[src/rtl/regfile_mp_scoreboard.sv]
// rtl/regfile_mp_scoreboard.sv - multi-port register file with per-register pending scoreboard
// Define REGFILE_BYPASS_EN to forward same-cycle write data to the read ports.
module regfile_mp_scoreboard #(
  parameter int XLEN       = 32,
  parameter int REG_COUNT  = 32,
  parameter int REG_ADDR_W = $clog2(REG_COUNT),
  parameter int NUM_RD     = 2,
  parameter int NUM_WR     = 1
) (
  input  logic                               clk,
  input  logic                               rst,
  input  logic                               clk_en,
  input  logic [NUM_WR-1:0]                  we,
  input  logic [NUM_WR-1:0][REG_ADDR_W-1:0]  wa,
  input  logic [NUM_WR-1:0][XLEN-1:0]        wd,
  input  logic [NUM_RD-1:0][REG_ADDR_W-1:0]  ra,
  output logic [NUM_RD-1:0][XLEN-1:0]        rd,
  output logic [NUM_RD-1:0]                  rd_busy,
  input  logic                               rsv_valid,
  input  logic [REG_ADDR_W-1:0]              rsv_addr,
  output logic                               rsv_stall,
  output logic [REG_COUNT-1:0]               pending
);

  logic [XLEN-1:0] regs [REG_COUNT];
  logic            rsv_released;
  logic            rsv_accept;

  // A writeback retiring the same register lets a new producer claim it this cycle.
  always_comb begin
    rsv_released = 1'b0;
    for (int k = 0; k < NUM_WR; k++) begin
      if (clk_en && we[k] && (wa[k] == rsv_addr)) rsv_released = 1'b1;
    end
  end

  assign rsv_stall  = rsv_valid && (rsv_addr != '0) && pending[rsv_addr] && !rsv_released;
  assign rsv_accept = clk_en && rsv_valid && (rsv_addr != '0) && !rsv_stall;

  // Later loop iterations override earlier ones, so the highest write port wins.
  always_ff @(posedge clk) begin
    if (rst) begin
      for (int r = 0; r < REG_COUNT; r++) regs[r] <= '0;
      pending <= '0;
    end else if (clk_en) begin
      for (int k = 0; k < NUM_WR; k++) begin
        if (we[k] && (wa[k] != '0)) begin
          regs[wa[k]]    <= wd[k];
          pending[wa[k]] <= 1'b0;
        end
      end
      if (rsv_accept) pending[rsv_addr] <= 1'b1;
    end
  end

  always_comb begin
    rd      = '0;
    rd_busy = '0;
    for (int i = 0; i < NUM_RD; i++) begin
      if (ra[i] != '0) begin
        rd[i]      = regs[ra[i]];
        rd_busy[i] = pending[ra[i]];
`ifdef REGFILE_BYPASS_EN
        for (int k = 0; k < NUM_WR; k++) begin
          if (clk_en && we[k] && (wa[k] == ra[i])) begin
            rd[i]      = wd[k];
            rd_busy[i] = (rsv_accept && (rsv_addr == ra[i])) ? pending[ra[i]] : 1'b0;
          end
        end
`endif
      end
    end
  end

endmodule

[config.mk]
export PLATFORM = sky130hd
export DESIGN_NAME = regfile_mp_scoreboard
export DESIGN_NICKNAME = d
export VERILOG_FILES = /design/src/rtl/regfile_mp_scoreboard.sv
export SDC_FILE = /design/constraint.sdc
export NUM_CORES = 2
export LEC_CHECK = 0
export CORE_ASPECT_RATIO = 0.7
export CORE_MARGIN = 4
export CORE_UTILIZATION = 45
export DETAILED_ROUTE_END_ITERATION = 6
export MAX_ROUTING_LAYER = met4
export PLACE_DENSITY = 0.58
export SYNTH_ARGS = -nofsm -noshare
export SYNTH_HDL_FRONTEND = slang
export SYNTH_SLANG_ARGS = --single-unit
[constraint.sdc]
create_clock -name clk -period 7.74 [get_ports clk]
set_input_delay 0.774 -clock clk [delete_from_list [all_inputs] [get_ports clk]]
set_output_delay 0.774 -clock clk [all_outputs]
set_load 0.005 [all_outputs]
==> run_results.csv <==
group,metric,value,unit
routing,via_per_inst,6.676,
cts,clock_tree.buffer_depth,3,
worst_setup_path,path_class,"in -> out",
die,start_util,45.46,%
worst_setup_path,regToRegStartpoint,"pending[31]",
pwr,p_sw,0.003378,W
worst_setup_path,path_cells,"buf_8, buf_4, mux4_2, mux4_2, nand2_1, o21ai_1, clkdlybuf4s50_1",
pwr,p_comb_share,12.7,%
die,ioPinCount,156,
timing,clock_skew,0.005083,ns
grt,grt_usage,31.72,%
grt,grt_max_degree,116,
placement,gp_congestion,0.8708,
logic_synthesis,yosys_warnings,0,
worst_setup_path,worstSetupStartpointType,"input port",
timing,period_needed,4.909,ns
die,core,0.1245,mm^2
die,die_h,304.7,um
die,dieArea,0.1316,mm^2
logic_synthesis,synth_top_area_share,54.35,%
min_path,whs_endpoint,"pending[10]",
cts,clk_latency,0.71,ns
logic_synthesis,synthesis.instances,3553,
worst_setup_path,cp_common_cell,"mux4_2",
cts,cts.sinks,1056,
worst_setup_path,slowest_stage,"buf_4",
job,drv_cap,0,
placement,hpwl,109700,um
timing,setup_viol,0,
cts,htree_levels,3,
routing,first_iter_violations,6195,
logic_synthesis,synth_cell_types,43,
min_path,hold_start,"pending[10]",
cts,cts_resized,0,
cts,cts-root-buf,"clkbuf_16",
logic_synthesis,syn_avg_cell_area,15.92,um^2
routing,drtAntennaViolNets,0,
worst_setup_path,r2r_slack,5.70,ns
grt,grt_pass1_wl,282500,um
pwr,seqPwrFrac,49.4,%
die,rows,108,
timing,hold_violations,0,
timing,finalMaxSlewViolations,0,
cts,cts_tree,"done",
outcome,status,"finished clean",
logic_synthesis,async_flop_share,0,%
worst_setup_path,ff2ff_path_depth,7,
timing,grt_setup_unrepaired,"false",
cells_and_area,final_nets,3602,
grt,antenna_found_initial,30,
worst_setup_path,crit_fanout,58,
placement,dpl_cell_area,0.05968,mm^2
worst_setup_path,arrival,4.13,ns
routing,post_drt_wl_per_cell,38.13,um
timing,fin_crit_sh,63.42,%
logic_synthesis,ys_ff_latch,1056,
logic_synthesis,synth_area_leader_cell,"edfxtp_1",
cells_and_area,drive_gt1_share,26.45,%
cells_and_area,stdcell_area,0.06306,mm^2
cells_and_area,area_growth,11.46,%
pwr,powerDensity,215.9,mW/mm^2
logic_synthesis,synth.most_common_cell,"edfxtp_1",
placement,portBuffers,155,
min_path,hold_path_class,"reg -> reg",
worst_setup_path,cp.required,6.97,ns
timing,finalSetupTns,0,ns
pwr,clkPwrFrac,38.0,%
cts,clk_pin_slew,0.06,ns
logic_synthesis,synth_ff_type,"edfxtp_1",
pwr,p_leak,21.10,nW
logic_synthesis,netlist_area,0.05658,mm^2
routing,drc_errors,0,
timing,max_freq,203.7,MHz
routing,routed_wl,201600,um
worst_setup_path,critPathMaxStageDelay,0.64,ns
logic_synthesis,ys_top_cells_by_count,"edfxtp_1, and2_1, mux4_2",
logic_synthesis,synth.area.top_cells,"edfxtp_1, mux4_2, and2_1",
min_path,min_delay_path_depth,2,
logic_synthesis,yosysSeqAreaShare,55.48,%
grt,grt_pass1_vias,36120,
worst_setup_path,endpoint_kind,"output pin",
timing,worstMarginPinSlew,1.198,ns
logic_synthesis,synth_edf_count,1024,
pwr,peakVddDrop,0.0001704,V
grt,overflow,0,
routing,drt_pass1_iterations,6,
cts,cts_setup_buffers,0,
pwr,p_int,0.01024,W
pwr,switching_share,24.81,%
cts,holdBufCountCts,0,
cts,cts_made_buffers,107,
routing,vias,35300,
timing,slew_headroom,19.94,%
die,dieWidth,431.8,um
worst_setup_path,r2r_end,"pending[4]",
[stage by stage]
stage / hold WS, ns / setup WS (ns) / power (W) / util, % / std cells
floorplan: 0.4951 / 4.398 / 0.007840 / - / 3584
global placement: 0.5484 / 2.874 / 0.008498 / 47.95 / 5086
detailed placement: 0.5511 / 2.861 / 0.008546 / 47.95 / 5086
CTS: 0.5634 / 2.855 / 0.01364 / 50.64 / 5272
global route: 0.5833 / 2.699 / 0.01400 / 50.65 / 5279
finish: 0.5626 / 2.831 / 0.01361 / 50.67 / 5288
[per-layer routing]
metal / GRT usage, % / routed length (um) / up-vias
met1: 46.02 / 81610 / 18780
li1: - / - / 13580
met5: - / 0 / -
met4: 8.566 / 5869 / 0
met3: 7.864 / 25000 / 391
met2: 44.95 / 89140 / 2551
[flip-flops by register name, summed over array words and instances, names as in the netlist]
signal / flops
pending: 32
regs: 1024
[cell families after synthesis]
group | after synthesis | share of synthesized area (%)
other cells | 1 | 0.006628
buf+inv | 477 | 3.848
xor+xnor | 5 | 0.07740
compound gates | 142 | 1.519
simple gates | 1199 | 12.57
mux | 673 | 26.50
flops | 1056 | 55.48
[power by group through the flow]
| stage | clock network, W | logic (W) | registers (W) |
|---|---|---|---|
| CTS | 0.00521 | 0.00172 | 0.00672 |
| floorplan | 0 | 0.00107 | 0.00677 |
| global placement | 0 | 0.00170 | 0.00680 |
| finish | 0.00517 | 0.00172 | 0.00672 |
| detailed placement | 0 | 0.00171 | 0.00683 |
| global route | 0.00546 | 0.00179 | 0.00675 |
[critical path, delay by kind of cell]
kind,cells,cell delay [ns]
muxes,2,1.09
AOI/OAI and AO/OA,1,0.20
and+or+nand+nor,1,0.20
buffers and inverters,3,1.73
[cells in the final DEF (no fill, tap or decap), types with 7 or more instances in the layout]
master and n:
edfxtp_1 1024, and2_1 995, mux4_2 660, clkdlybuf4s50_1 144
nand2_1 115, clkbuf_16 108, inv_1 99, buf_4 69
o21ai_1 66, dfxtp_1 32, conb_1 32, o22ai_1 31
clkinv_1 24, a21o_4 22, nor2_4 22, clkbuf_1 20
diode_2 16, nor2_1 15, clkinv_2 14, mux2i_1 13
nand3_1 10, bufinv_16 10, buf_12 9, o21bai_4 8
nor2b_1 7, nand2b_1 7
[worst max path at each step]
stage,from,endpoint
floorplan,wa[2],regs[17][0]
global placement,ra[0],rd[30]
detailed placement,ra[0],rd[30]
CTS,ra[0],rd[30]
global route,ra[0],rd[30]
finish,ra[0],rd[30]
[layout make-up]
type	instances	area [um^2]
sequential	1056	31390
tap	1650	2064
timing repair buffer	230	2232
antenna	16	40.04
multi-input combinational	2051	23620
clock inverter	58	563.0
clock buffer	128	2778
fill	10090	61390
inverter	99	371.6
Power figures use the tool's default switching activity.
